[config.mk]
export PLATFORM = sky130hd
export DESIGN_NAME = rtc_bus_responder_flat
export DESIGN_NICKNAME = d
export VERILOG_FILES = /design/src/rtl/rtc_bus_responder_if.sv /design/src/rtl/rtc_bus_responder.sv /design/src/flat_wrapper.sv
export SDC_FILE = /design/constraint.sdc
export NUM_CORES = 1
export LEC_CHECK = 0
export ABC_AREA = 1
export BUFFER_PORTS_ARGS = -buffer_cell sky130_fd_sc_hd__buf_4
export CORE_MARGIN = 2
export CORE_UTILIZATION = 40
export CTS_CLUSTER_DIAMETER = 120
export DETAILED_ROUTE_END_ITERATION = 6
export PLACE_DENSITY = 0.68
export REMOVE_ABC_BUFFERS = 1
export SKIP_CTS_REPAIR_TIMING = 1
export SYNTH_ARGS = -nofsm -noshare
export SYNTH_HDL_FRONTEND = slang
export SYNTH_SLANG_ARGS = --single-unit
[constraint.sdc]
create_clock -name clk -period 9.1 [get_ports clk]
set_input_delay 0.91 -clock clk [delete_from_list [all_inputs] [get_ports clk]]
set_output_delay 0.91 -clock clk [all_outputs]
set_load 0.05 [all_outputs]
[src/rtl/rtc_bus_responder_if.sv]
// Multiplexed address/data strobe bus between the bus sequencer (master)
// and the RTC-side responder (slave). Strobes RD/CS/WR are active-low;
// AD selects address phase (0) or data phase (1).
interface rtc_bus_responder_if;
    logic       AD;
    logic       RD;
    logic       CS;
    logic       WR;
    logic [7:0] ADin;
    logic [7:0] ADout;
    logic       data_oe;

    modport master (
        output AD, RD, CS, WR, ADin,
        input  ADout, data_oe
    );

    modport slave (
        input  AD, RD, CS, WR, ADin,
        output ADout, data_oe
    );
endinterface

[src/rtl/rtc_bus_responder.sv]
// RTC-side responder for the multiplexed AD/RD/CS/WR strobe bus.
// Decodes address and data phases, holds a small register file, returns
// read data with an output enable and exposes a combinational host port.
// Optional feature macro: RTC_RESP_AUTOINC_EN -- when defined, cur_addr
// advances (mod NUM_REGS) after each committed data write and each
// completed read; an out-of-range cur_addr wraps to 0.
//
// state   | meaning
// IDLE    | bus idle, waiting for a legal strobe combination
// ADDR_WR | address-phase write open, shadow follows ADin
// DATA_WR | data-phase write open, shadow follows ADin
// DATA_RD | read open, ADout/data_oe driven toward the master
module rtc_bus_responder #(
    parameter int         NUM_REGS  = 16,
    parameter logic [7:0] RESP_DFLT = 8'hFF
) (
    input  logic               clk,
    input  logic               reset,
    rtc_bus_responder_if.slave bus,
    output logic               wr_strobe,
    output logic [7:0]         wr_addr,
    output logic [7:0]         wr_data,
    input  logic [7:0]         host_addr,
    output logic [7:0]         host_data,
    output logic [7:0]         cur_addr,
    output logic               proto_err
);

    localparam int         AW     = (NUM_REGS > 1) ? $clog2(NUM_REGS) : 1;
    localparam logic [8:0] NREGS9 = 9'(NUM_REGS);

    typedef enum logic [1:0] {
        IDLE    = 2'd0,
        ADDR_WR = 2'd1,
        DATA_WR = 2'd2,
        DATA_RD = 2'd3
    } state_t;

    state_t state;
    state_t nxt_state;

    logic [1:0] ad_sy;
    logic [1:0] rd_sy;
    logic [1:0] cs_sy;
    logic [1:0] wr_sy;
    logic [7:0] adin_sy0;
    logic [7:0] adin_sy1;

    logic       ad_s;
    logic       rd_s;
    logic       cs_s;
    logic       wr_s;
    logic [7:0] adin_s;

    logic [7:0] regfile [NUM_REGS];
    logic [7:0] shadow;
    logic [7:0] cmt_val_q;

    logic       addr_cmt;
    logic       data_cmt;
    logic       perr;
    logic       illegal;
    logic       illegal_q;
    logic       addr_cmt_q;
    logic       data_cmt_q;

    logic       cur_in_range;
    logic       host_in_range;
    logic [7:0] rd_val;

`ifdef RTC_RESP_AUTOINC_EN
    logic       rd_done;
    logic       rd_done_q;
    logic [7:0] inc_addr;
`endif

    assign ad_s   = ad_sy[1];
    assign rd_s   = rd_sy[1];
    assign cs_s   = cs_sy[1];
    assign wr_s   = wr_sy[1];
    assign adin_s = adin_sy1;

    // Two-flop synchronizers, preset to the idle bus so reset never looks like a strobe.
    always_ff @(posedge clk or posedge reset) begin
        if (reset) begin
            ad_sy    <= 2'b11;
            rd_sy    <= 2'b11;
            cs_sy    <= 2'b11;
            wr_sy    <= 2'b11;
            adin_sy0 <= 8'h00;
            adin_sy1 <= 8'h00;
        end else begin
            ad_sy    <= {ad_sy[0], bus.AD};
            rd_sy    <= {rd_sy[0], bus.RD};
            cs_sy    <= {cs_sy[0], bus.CS};
            wr_sy    <= {wr_sy[0], bus.WR};
            adin_sy0 <= bus.ADin;
            adin_sy1 <= adin_sy0;
        end
    end

    // Address range decode and combinational read values.
    always_comb begin
        cur_in_range  = ({1'b0, cur_addr} < NREGS9);
        host_in_range = ({1'b0, host_addr} < NREGS9);
        rd_val        = cur_in_range ? regfile[cur_addr[AW-1:0]] : RESP_DFLT;
        host_data     = host_in_range ? regfile[host_addr[AW-1:0]] : RESP_DFLT;
        // Read with write, or read in the address phase, while selected.
        illegal       = !cs_s && !rd_s && (!wr_s || !ad_s);
    end

`ifdef RTC_RESP_AUTOINC_EN
    // Next sequential address, wrapping at NUM_REGS; out-of-range restarts at 0.
    always_comb begin
        inc_addr = cur_addr + 8'd1;
        if (!cur_in_range || ({1'b0, cur_addr} == (NREGS9 - 9'd1))) begin
            inc_addr = 8'h00;
        end
    end
`endif

    // FSM state register.
    always_ff @(posedge clk or posedge reset) begin
        if (reset) begin
            state <= IDLE;
        end else begin
            state <= nxt_state;
        end
    end

    // Next-state decode and commit/error events.
    always_comb begin
        nxt_state = state;
        addr_cmt  = 1'b0;
        data_cmt  = 1'b0;
        perr      = 1'b0;
`ifdef RTC_RESP_AUTOINC_EN
        rd_done   = 1'b0;
`endif
        case (state)
            IDLE: begin
                if (illegal) begin
                    // Only the onset of an illegal combination is reported,
                    // so a held violation yields a single pulse.
                    perr = !illegal_q;
                end else if (!cs_s && !wr_s && rd_s) begin
                    nxt_state = ad_s ? DATA_WR : ADDR_WR;
                end else if (!cs_s && !rd_s && wr_s && ad_s) begin
                    nxt_state = DATA_RD;
                end
            end
            ADDR_WR, DATA_WR: begin
                if (!rd_s) begin
                    perr      = 1'b1;
                    nxt_state = IDLE;
                end else if (cs_s) begin
                    nxt_state = IDLE;
                end else if (wr_s) begin
                    nxt_state = IDLE;
                    if (state == ADDR_WR) begin
                        addr_cmt = 1'b1;
                    end else begin
                        data_cmt = 1'b1;
                    end
                end
            end
            DATA_RD: begin
                if (!wr_s) begin
                    perr      = 1'b1;
                    nxt_state = IDLE;
                end else if (rd_s || cs_s) begin
                    nxt_state = IDLE;
`ifdef RTC_RESP_AUTOINC_EN
                    rd_done   = 1'b1;
`endif
                end
            end
            default: begin
                nxt_state = IDLE;
            end
        endcase
    end

    // Shadow capture and commit pipeline stage; proto_err leaves from here.
    always_ff @(posedge clk or posedge reset) begin
        if (reset) begin
            shadow     <= 8'h00;
            cmt_val_q  <= 8'h00;
            addr_cmt_q <= 1'b0;
            data_cmt_q <= 1'b0;
            illegal_q  <= 1'b0;
            proto_err  <= 1'b0;
`ifdef RTC_RESP_AUTOINC_EN
            rd_done_q  <= 1'b0;
`endif
        end else begin
            if (!wr_s) begin
                shadow <= adin_s;
            end
            cmt_val_q  <= shadow;
            addr_cmt_q <= addr_cmt;
            data_cmt_q <= data_cmt;
            illegal_q  <= illegal;
            proto_err  <= perr;
`ifdef RTC_RESP_AUTOINC_EN
            rd_done_q  <= rd_done;
`endif
        end
    end

    // Apply commits: address latch, register write and the write strobe.
    always_ff @(posedge clk or posedge reset) begin
        if (reset) begin
            cur_addr  <= 8'h00;
            wr_strobe <= 1'b0;
            wr_addr   <= 8'h00;
            wr_data   <= 8'h00;
            for (int i = 0; i < NUM_REGS; i++) begin
                regfile[i] <= 8'h00;
            end
        end else begin
            wr_strobe <= 1'b0;
            if (addr_cmt_q) begin
                cur_addr <= cmt_val_q;
            end
`ifdef RTC_RESP_AUTOINC_EN
            else if (data_cmt_q || rd_done_q) begin
                cur_addr <= inc_addr;
            end
`endif
            if (data_cmt_q && cur_in_range) begin
                regfile[cur_addr[AW-1:0]] <= cmt_val_q;
                wr_strobe                 <= 1'b1;
                wr_addr                   <= cur_addr;
                wr_data                   <= cmt_val_q;
            end
        end
    end

    // Registered read drive toward the master.
    always_ff @(posedge clk or posedge reset) begin
        if (reset) begin
            bus.data_oe <= 1'b0;
            bus.ADout   <= 8'h00;
        end else begin
            bus.data_oe <= (state == DATA_RD);
            bus.ADout   <= (state == DATA_RD) ? rd_val : 8'h00;
        end
    end

endmodule

[src/flat_wrapper.sv]
// flat-port wrapper written by rule: the top's interface ports become plain ports
module rtc_bus_responder_flat 
#(
    parameter int         NUM_REGS  = 16,
    parameter logic [7:0] RESP_DFLT = 8'hFF
)
  (clk, reset, wr_strobe, wr_addr, wr_data, host_addr, host_data, cur_addr, proto_err, bus_AD, bus_RD, bus_CS, bus_WR, bus_ADin, bus_ADout, bus_data_oe);
  rtc_bus_responder_if bus_i ();
  input  logic clk;
  input  logic reset;
  output logic wr_strobe;
  output logic [7:0] wr_addr;
  output logic [7:0] wr_data;
  input  logic [7:0] host_addr;
  output logic [7:0] host_data;
  output logic [7:0] cur_addr;
  output logic proto_err;
  input wire logic [$bits(bus_i.AD)-1:0] bus_AD;
  input wire logic [$bits(bus_i.RD)-1:0] bus_RD;
  input wire logic [$bits(bus_i.CS)-1:0] bus_CS;
  input wire logic [$bits(bus_i.WR)-1:0] bus_WR;
  input wire logic [$bits(bus_i.ADin)-1:0] bus_ADin;
  output wire logic [$bits(bus_i.ADout)-1:0] bus_ADout;
  output wire logic [$bits(bus_i.data_oe)-1:0] bus_data_oe;
  assign bus_i.AD = bus_AD;
  assign bus_i.RD = bus_RD;
  assign bus_i.CS = bus_CS;
  assign bus_i.WR = bus_WR;
  assign bus_i.ADin = bus_ADin;
  assign bus_ADout = bus_i.ADout;
  assign bus_data_oe = bus_i.data_oe;
  rtc_bus_responder #(.NUM_REGS(NUM_REGS), .RESP_DFLT(RESP_DFLT)) u_core (.clk(clk), .reset(reset), .bus(bus_i), .wr_strobe(wr_strobe), .wr_addr(wr_addr), .wr_data(wr_data), .host_addr(host_addr), .host_data(host_data), .cur_addr(cur_addr), .proto_err(proto_err));
endmodule
# After elaboration in Yosys (flattened, before gate mapping)
# Index checks and enable logic that the tools add are counted.
# classes
n_mux,37
n_reduce_logical,18
magnitude_cmp,5
n_bitwise,2
n_eq_ne,7
# ops
op,n
bitwise mux 128 bit,1
binary-select mux 8 bit (select 4 bit),2
two-way mux 8 bit,8
demux 8 bit (select 4 bit),1
two-way mux 2 bit,9
"less-than comparator 8 x 5 -> 1 bit, second input constant",2
two-way mux 1 bit,14
">= comparator 5 bit, second input constant",2
inverter 4 -> 5 bit,2
logical AND 1 bit,8
case mux 2 bit (3 select lines),1
logical NOT 1 bit,5
"less-than comparator 5 x 1 -> 1 bit, second input constant",1
"equality test 2 bit, second input constant",2
"inequality test 4 bit, second input constant",1
AND reduction 4 bit,1
"inequality test 3 x 1 -> 1 bit, second input constant",1
"inequality test 3 bit, second input constant",1
case mux 1 bit (3 select lines),1
"equality test 2 x 1 -> 1 bit, second input constant",1
logical NOT 2 bit,1
logical OR 1 bit,2
"inequality test 2 bit, second input constant",1
OR reduction 2 bit,1
# totals
ff_bits,208
wordCells,104
in_bits,22

# Depth between registers and ports, before layout
# depth
ltp_word,8
mapped_depth,12

# Worst setup path after synthesis
# Ideal clock, no wire load.
# synth_timing
kind,input-to-output
from,input host_addr[7]
to,output host_data[0]
stages,2
t_arrival_ns,2.209
setup_slack_ns,5.981
required_ns,8.190
path_cell_list,nor4_1 nand3_1
# synth_between
elab_chain_cells,2
# synth_rtl
element,line_no,text
start: declaration,flat_wrapper.sv:14,input logic [7:0] host_addr;
less-than comparator 8 x 5 -> 1 bit,rtc_bus_responder.sv:105,"host_in_range = ({1'b0, host_addr} < NREGS9);"
two-way mux 8 bit,rtc_bus_responder.sv:107,host_data = host_in_range ? regfile[host_addr[AW-1:0]] : RESP_DFLT;
end: declaration,flat_wrapper.sv:15,output logic [7:0] host_data;
# No other way between the ends.

# Worst setup path after layout
# layout_timing
from,input host_addr[0]
to,output host_data[3]
# layout_between
elab_chain_cells,5
elab_cells_between_ends,6
# layout_rtl
element,line_no
inverter 4 -> 5 bit (not written as such),rtc_bus_responder.sv:107
binary-select mux 8 bit (select 4 bit),rtc_bus_responder.sv:107
two-way mux 8 bit (not written as such) (2 in series),rtc_bus_responder.sv:107
two-way mux 8 bit (*),rtc_bus_responder.sv:107
# Mark *: on every way between the ends. The rest lies on a longest branch, timed or not. The select of a mux whose other input is x is not followed.

==> flow_summary.toml <==
[logic_synthesis]
ys_types = 28
ys_ff_latch = 208
netlist_instances = 1267
avgSynthCellArea_um2 = 7.96
yosysWarningCount = 0
synth_area_um2 = 10100
ys_seq_area_frac = 0.517

[timing]
slew-limit-headroom = 0.222
fin_setup_tns_ns = 0
period_minus_slack_ns = 3.66
skew_ns = 0.0149
hold_violations = 0
final-setup-viol-count = 0
timing.fmax_mhz = 273
setup_slack_ns = 5.44
worst_slew_pin_slew_ns = 1.17
rsz0062_at_grt = "no"
final_max_slew_viol_count = 0
period_share = 0.402

[drt]
dr.pass1.iters = 5
detail-route-antenna-nets = 0
wl_per_cell_um = 17.0
drt_drc_violations_left = 0
vias = 8532
drtIter0Drc = 935
drt_wl_total_um = 27600
viasPerCell = 5.24

[global_routing]
grt.busiest_layer = "met2"
grt_pass1_wl_um = 44500
grt_use_met1 = 0.309
antenna_found_initial = 0
overflow = 0
met3_usage = 0.0359
grt_max_degree = 129
met2_usage = 0.327
grtUsageTotal = 0.212
grt_pass1_vias = 8013

[setup_path]
cp_slowest_stage_delay_ns = 0.82
crit_chain = "buf_4 > a21oi_1 > o21ai_0 > nand3_1 > nand3_1 > nand3_1 > buf_4"
cp_max_fo = 128
path_buf_inv = 2
cpMostUsedCell = "nand3_1"
crit_family = "buffers and inverters"
start_kind = "primary input"
endpoint_kind = "output port"
path_class = "in2out"
crit_slowest_cell = "buf_4"
crit_required_ns = 8.19
worstPathArrival_ns = 2.75

[run]
drv_cap = 0

[clock_tree]
clock-sinks = 208
root_buffer = "clkbuf_16"
tritoncts = "done"
clk_path_buf_depth = 3
htree_levels = 1
insertion_delay_ns = 0.52
cts_made_buffers = 23
path_clk_slew_ns = 0.06

[placed_design]
routabilityCongestion = 0.820
place_ws_ns = 5.53
dp.cells = 1586
port_buffers = 64
dp_hpwl_um = 16800

[layout]
antenna_cells = 0
areaGrowthSynthToFinish_pct = 12.2
fillers = 2480
nNetsFinal = 1307
drive_above_1_share = 0.103
layout.cells.non_filler = 1627

[floorplan]
start_util = 0.404
dieArea_um2 = 26500
die_h_um = 163
die_x_um = 163
ios = 65
core-area_um2 = 25000
rows = 58

[pwr]
power_density_nw_per_um2 = 255
vdd_drop_max_uv = 184
p_leak_nw = 5.26

[run_status]
status = "completed"

[hold_path]
min_path_type = "reg2reg"
## cell usage in the layout, fill, tap and decap left out, types with 3 or more instances in the layout
cell type and count:
nand4_4 8, nor2_1 19, ha_1 4, clkbuf_1 7, nand4_1 16, inv_2 3, clkinv_2 7, dfstp_2 8
o211ai_1 33, buf_4 73, o21ai_0 184, inv_1 95, clkbuf_16 23, dfrtp_1 198, o21ai_1 9, nand2_1 468
nand3_1 101, a21oi_1 24
## flip-flops by register name, summed over array words and instances (netlist names), 2 cells and up
register and cells:
u_core.state 2, u_core.adin_sy0 8, u_core.ad_sy 2, u_core.bus.ADout 8
u_core.cs_sy 2, u_core.regfile 128, u_core.wr_data 8, u_core.cmt_val_q 8
u_core.shadow 8, u_core.wr_sy 2, u_core.rd_sy 2, u_core.wr_addr 8
u_core.cur_addr 8, u_core.adin_s 8
## Yosys cell counts
library cell    n  area (um^2)
nand2_1       468         1760
dfrtp_1       200         5000
o21ai_0       184          921
nand3_1       101          505
inv_1          98          368
clkbuf_1       35          131
o211ai_1       33          248
buf_2          25          125
a21oi_1        24          120
nor2_1         19         71.3
nand4_1        16          100
buf_4          11         82.6
buf_1           9         33.8
o21ai_1         9         45.0
dfstp_2         8          210
nand4_4         8          170
ha_1            4         50.1
buf_6           3         33.8
nor2_4          2         22.5
nor4_1          2         12.5
buf_12          1         20.0
clkinv_1        1         3.75
inv_2           1         3.75
mux2_2          1         11.3
nand4_2         1         12.5
nor2_2          1         6.26
nor3_1          1         5.00
o22ai_1         1         6.26
## cell type report
cell class	instances	area, um^2	share of cell area
flip-flops and latches	208	5220	0.461
multi-input cells	875	4060	0.359
clock buffers	32	629	0.0557
repair buffers	73	548	0.0485
well taps	330	413	0.0365
inverters	100	383	0.0339
clock inverters	9	51.3	0.00454
## logic make-up (layout without fill, tap and decap cells)
kind of cell,Yosys count,after routing,share of synthesized area
AOI/OAI and AO/OA,251,251,0.133
buffers and inverters,184,214,0.0796
adders and majority gates,4,4,0.00496
muxes,1,1,0.00112
DFF,208,208,0.517
and+or+nand+nor,619,619,0.264
## layer usage
layer	wire, um	share of wire
met4	723	0.026
met1	12400	0.45
met2	12200	0.44
met5	0	0
met3	2290	0.083
## worst paths after layout
| kind | start | endpoint | slack, ns | cells after the start |
|---|---|---|---|---|
| min in group asynchronous | reset | u_core.wr_addr[4] | 0.56 | 2 |
| max in group asynchronous | reset | u_core.regfile[90] | 6.86 | 3 |
| worst min register to register | u_core.adin_sy0[6] | u_core.adin_s[6] | 0.35 | 0 |
| worst max-delay path | host_addr[0] | host_data[3] | 5.44 | 7 |
| worst min-delay path | u_core.adin_sy0[6] | u_core.adin_s[6] | 0.35 | 0 |
| worst max register to register | u_core.cur_addr[1] | u_core.regfile[25] | 5.97 | 5 |
## power by group
group | switching [mW] | total [mW] | internal, mW
Clock | 0.378 | 0.861 | 0.483
Combinational | 0.630 | 0.849 | 0.219
Sequential | 0.118 | 1.18 | 1.06
Total | 1.13 | 2.89 | 1.76
## through the flow
stage,util,cell area (um^2),power (mW),hold slack (ns)
after detailed placement,0.426,10600,2.03,0.335
final,0.453,11300,2.89,0.346
after global routing,0.453,11300,3.03,0.355
after CTS,0.453,11300,2.90,0.348
after floorplan,-,9650,1.71,0.331
after global placement,0.426,10600,2.02,0.331
(Power assumes the default switching activity.)
